<file path="config.mk">
export PLATFORM = sky130hd
export DESIGN_NAME = mbox_arbiter
export DESIGN_NICKNAME = d
export VERILOG_FILES = /design/src/rtl/mbox_arbiter.sv
export SDC_FILE = /design/constraint.sdc
export NUM_CORES = 1
export LEC_CHECK = 0
export CORE_ASPECT_RATIO = 0.6
export CORE_MARGIN = 3
export CORE_UTILIZATION = 45
export DETAILED_ROUTE_END_ITERATION = 8
export GPL_TIMING_DRIVEN = 0
export PLACE_DENSITY = 0.73
export RECOVER_POWER = 25
export SYNTH_ARGS = -nofsm -noshare
export SYNTH_HDL_FRONTEND = slang
export SYNTH_SLANG_ARGS = --single-unit
</file>
<file path="constraint.sdc">
create_clock -name clk -period 2.15 [get_ports clk]
set_input_delay 0.5375 -clock clk [delete_from_list [all_inputs] [get_ports clk]]
set_output_delay 0.5375 -clock clk [all_outputs]
set_load 0.05 [all_outputs]
</file>
<file path="src/rtl/mbox_arbiter.sv">
// mbox_arbiter: shared Z80/SPI mailbox store with a round-robin single-port arbiter and per-slot fresh flags
module mbox_arbiter #(
    parameter int SLOTS = 8,
    parameter int AW    = 3
) (
    input  logic               clk,
    input  logic               rst,
    input  logic               z80_req,
    input  logic               z80_we,
    input  logic [AW-1:0]      z80_addr,
    input  logic [7:0]         z80_wdata,
    output logic               z80_ack,
    output logic [7:0]         z80_rdata,
    input  logic               spi_req,
    input  logic               spi_we,
    input  logic [AW-1:0]      spi_addr,
    input  logic [7:0]         spi_wdata,
    output logic               spi_ack,
    output logic [7:0]         spi_rdata,
    output logic               z80_irq,
    output logic               spi_irq,
    output logic [SLOTS-1:0]   to_z80_fresh,
    output logic [SLOTS-1:0]   to_spi_fresh,
    output logic [8*SLOTS-1:0] mbox_flat
);
    logic [SLOTS-1:0][7:0] mem_q, mem_d;
    logic [SLOTS-1:0]      tz_q, tz_d, ts_q, ts_d;
    logic [7:0]            zrd_q, zrd_d, srd_q, srd_d;
    logic                  zack_q, zack_d, sack_q, sack_d;
    logic                  ptr_q, ptr_d;
    logic                  z_el, s_el, gz, gs;

    // ptr_q: 0 = Z80 wins the next tie, 1 = SPI wins the next tie
    always_comb begin
        z_el   = z80_req & ~zack_q;
        s_el   = spi_req & ~sack_q;
        gz     = z_el & (~s_el | ~ptr_q);
        gs     = s_el & ~gz;
        ptr_d  = (z_el & s_el) ? ~ptr_q : ptr_q;
        zack_d = gz;
        sack_d = gs;
        zrd_d  = (gz & ~z80_we) ? mem_q[z80_addr] : zrd_q;
        srd_d  = (gs & ~spi_we) ? mem_q[spi_addr] : srd_q;
        mem_d  = mem_q;
        tz_d   = tz_q;
        ts_d   = ts_q;
        if (gz & z80_we) begin
            mem_d[z80_addr] = z80_wdata;
            ts_d[z80_addr]  = 1'b1;
        end
        if (gz & ~z80_we) tz_d[z80_addr] = 1'b0;
        if (gs & spi_we) begin
            mem_d[spi_addr] = spi_wdata;
            tz_d[spi_addr]  = 1'b1;
        end
        if (gs & ~spi_we) ts_d[spi_addr] = 1'b0;
    end

    always_ff @(posedge clk) begin
        if (rst) begin
            mem_q  <= '0;
            tz_q   <= '0;
            ts_q   <= '0;
            zrd_q  <= '0;
            srd_q  <= '0;
            zack_q <= 1'b0;
            sack_q <= 1'b0;
            ptr_q  <= 1'b0;
        end else begin
            mem_q  <= mem_d;
            tz_q   <= tz_d;
            ts_q   <= ts_d;
            zrd_q  <= zrd_d;
            srd_q  <= srd_d;
            zack_q <= zack_d;
            sack_q <= sack_d;
            ptr_q  <= ptr_d;
        end
    end

    assign z80_ack      = zack_q;
    assign spi_ack      = sack_q;
    assign z80_rdata    = zrd_q;
    assign spi_rdata    = srd_q;
    assign to_z80_fresh = tz_q;
    assign to_spi_fresh = ts_q;
    assign z80_irq      = |tz_q;
    assign spi_irq      = |ts_q;
    assign mbox_flat    = mem_q;
endmodule

</file>
==> summary.txt, run 1 <==
Flow run
  • Maxcap violations: 0

Worst setup path
  • Crit path depth: 7
  • Critical Path Fanout Max: 10
  • CP Data Arrival Time: 2370 ps
  • Critical Path RT: 2360 ps
  • Reg2Reg Depth: 4
  • Setup CP Type: in2reg
  • Crit path capture type: flip-flop
  • Crit-path cells: clkdlybuf4s50_1, nor2b_1, buf_2, nand3_2, buf_6, nor2_1, a211oi_2
  • Max stage delay on crit path: 580 ps
  • Startpoint Class: input port
  • Worst Setup SP: spi_addr[2]
  • Slowest stage cell on the critical path: clkdlybuf4s50_1
  • Crit path max-delay family: buffers and inverters
  • Worst path bufs/invs: 3
  • R2r startpoint: spi_ack

Synth
  • EDFF count, synth: 0
  • Synth Area in Compound Gates: 23.5%
  • Mux cell area share after synthesis: 7.62%
  • Xor-xnor portion of the synthesized cell area: 0%
  • Syn Nets: 712
  • Synth Flop Type: dfxtp_1
  • Yosys reg bits: 99
  • Average size of a mapped cell: 8.33 um^2
  • Adder-Cell Fraction of Synth Area: 0%
  • Share of the synthesized area in the top cell type: 34.8%
  • Asr flop ratio synth: 0%
  • Post-synthesis sequential area ratio: 34.8%
  • Main combinational cell family by area after synthesis: simple AND/OR/NAND/NOR gates
  • Count of different cell masters after synthesis: 55
  • Gate Count Post-Synth: 684
  • Synth warn: 0
  • Synth Area in Simple Gates: 25.8%
  • Synth area leaders: dfxtp_1 35%, a311oi_1 11%, nand2_1 8.2%
  • Area leader, netlist: dfxtp_1
  • Post-Syn Area: 5700 um^2

Clocking
  • CTS Root Cell: clkbuf_16
  • # clock sinks: 99
  • Worst skew pair latency: 360 ps
  • CTS tree: done
  • Max Root-Sink Buffers: 2
  • Hold Buf Count CTS: 0
  • Inserted Clock Buffers: 9
  • H-tree lvl count: 3
  • Clock-pin slew on the worst setup and hold paths: 80 ps

Timing
  • RSZ-0062 raised after global routing: no
  • Final setup margin: -3.94 ps
  • Slew @ Worst Pin: 937 ps
  • Fmax: 464 MHz
  • Worst clock skew: 9.47 ps
  • Hold WS: 505 ps
  • Pins Over Slew Limit: 0
  • Slew headroom: 37.6%
  • TNS Setup: -3.94 ps
  • Final Hold Fails: 0
  • Final worst-path cycle share: 100%
  • Final min period: 2150 ps
  • Final Setup Violations: 1

Pwr
  • Worst VDD drop: 0.367 mV
  • Net Sw Power: 1.56 mW
  • Reg power frac: 43.4%
  • Leakage: 2.69 nW
  • Pint: 2.97 mW
  • Logic pwr share: 19.7%
  • Net Sw Frac: 34.4%
  • P per Cell Area: 631 nW/um^2
  • Clock share of power: 36.9%

Drt
  • Routed Antenna Nets: 0
  • Via count: 6563
  • WL per Instance: 26.8 um
  • Initial DRC count: 938
  • Number of remaining DRC errors: 0
  • Post-DR vias/cell: 6.70
  • DRT Pass-1 Iters: 5
  • Total Wirelength: 26300 um

Floorplan
  • Die X: 151 um
  • Core area: 12200 um^2
  • Initial core utilization: 46.7%
  • Row count: 31
  • Die Ht: 93.2 um
  • Die ar.: 14100 um^2
  • IO Count: 128

Layout
  • Multi-input logic area: 3280 um^2
  • Layout fillers: 1159
  • Nets: 837
  • Register area: 1980 um^2
  • Share of layout cells above drive strength 1: 16.1%
  • Final non-filler cell total: 980
  • Layout area overhead: 26.0%

Outcome
  • Failing checks: negative setup slack
  • Status: finished, violations left

Placement
  • Gpl congestion: 1.04
  • Port Buffers: 106
  • Post-Place Setup Slack: -477 ps
  • Hpwl dp: 19700 um
  • Inst Count DP: 956

Worst hold path
  • Hold Crit Class: reg2reg
  • Hold depth: 2
  • Hold path start: to_z80_fresh[0]

GRT
  • Largest net degree at the start of global routing: 20
  • Initial antenna violation count: 0
  • Tot GR Track Use: 36.4%
  • Remaining global-route overflow: 0
  • Vias in the first global route: 5948
  • First-pass GRT wire length: 37300 um
per-stage QoR:
step | cell area [um^2] | power (mW) | util, %
3_5_place_dp | 6970 | 2.89 | 57.1
5_1_grt | 7180 | 4.63 | 58.8
2_1_floorplan | 5700 | 2.56 | -
4_1_cts | 7280 | 4.49 | 59.6
6_report | 7180 | 4.54 | 58.8
3_3_place_gp | 6970 | 2.88 | 57.0
kinds of logic after synthesis:
group | Yosys count
simple gates | 298
compound gates | 168
flops | 99
buf+inv | 78
mux | 41
area by class of cell:
class	count	share of cell area (%)
inverters	2	0.104
plain buffers	76	6.69
well taps	165	2.87
multi-input cells	507	45.7
clock buffers	9	3.13
clock inverters	7	0.975
diodes	1	0.0348
repair buffers	114	12.9
flip-flops and latches	99	27.6
worst reg2reg max path, cell delays in order (launching register included):
cell	delay [ps]
dfxtp_1	340
nand2b_1	210
nor3_1	280
clkbuf_1	620
a311oi_1	200
power groups by stage:
stage | logic (mW) | clock network (mW) | registers [mW]
detailed placement | 0.880 | 0 | 2.01
finish | 0.892 | 1.67 | 1.97
global placement | 0.871 | 0 | 2.01
global route | 0.921 | 1.73 | 1.97
CTS | 0.875 | 1.65 | 1.96
floorplan | 0.379 | 0 | 2.18
cells in the mapped netlist, drive strengths merged (2+ instances only):
| cell | n |
|---|---|
| a31oi | 5 |
| a311oi | 70 |
| nand3b | 12 |
| nand2b | 3 |
| and3b | 5 |
| mux2i | 31 |
| nor2b | 5 |
| or3 | 2 |
| o2bb2ai | 2 |
| o221a | 3 |
| a22oi | 4 |
| a211oi | 14 |
| nor4 | 5 |
| nor2 | 88 |
| a21bo | 3 |
| and3 | 9 |
| mux2 | 9 |
| o21ai | 27 |
| nor3b | 7 |
| clkbuf | 18 |
| a221o | 2 |
| a221oi | 8 |
| nor3 | 8 |
| nand4 | 2 |
| a22o | 5 |
| nand3 | 22 |
| nand2 | 125 |
| a32oi | 2 |
| a21oi | 16 |
| dfxtp | 99 |
| a21o | 2 |
| buf | 58 |
| inv | 2 |
cell usage in the layout, fill, tap and decap left out, types with 26 or more instances in the layout:
| cell | instances |
|---|---|
| a311oi_1 | 70 |
| clkbuf_1 | 35 |
| dfxtp_1 | 99 |
| nor2_1 | 87 |
| nand2_1 | 125 |
| dlygate4sd2_1 | 44 |
| o21ai_0 | 27 |
| buf_4 | 26 |
| mux2i_1 | 31 |
| clkdlybuf4s50_1 | 39 |
routing by layer:
metal	track usage [%]	part of all wire [%]	vias to the layer above
met3	14.2	16	51
met5	0	0	-
met1	52.7	43	3205
met4	10.0	1.7	0
li1	-	-	2762
met2	49.7	40	545
what timing repair did:
item                       4_1_cts  5_1_grt
setup buffers                    6        1
setup endpoints to repair       76       92
gates resized for setup         52       38
pin swaps                        3        0
state kept, by name, indices dropped and copies added, names as in the netlist:
signal	count
z80_ack	1
spi_ack	1
z80_rdata	8
ptr_q	1
mbox_flat	64
to_z80_fresh	8
to_spi_fresh	8
spi_rdata	8
worst paths after layout:
path,endpoint,slack [ps]
worst max-delay path,mbox_flat[46],-4
worst min-delay path,to_z80_fresh[0],510
worst max register to register,spi_rdata[0],330
worst min register to register,to_z80_fresh[0],510
Note: power is estimated with default switching activity, not from simulation.
==> run 2: changes to the inputs <==
--- a/config.mk
+++ b/config.mk
@@ -8,6 +8,7 @@
 export CORE_ASPECT_RATIO = 0.6
 export CORE_MARGIN = 3
 export CORE_UTILIZATION = 45
+export CTS_CLUSTER_SIZE = 14
 export DETAILED_ROUTE_END_ITERATION = 8
 export GPL_TIMING_DRIVEN = 0
 export PLACE_DENSITY = 0.73
==> results of run 2 <==
The final DEF is identical to that of run 1; final timing and power are the same.
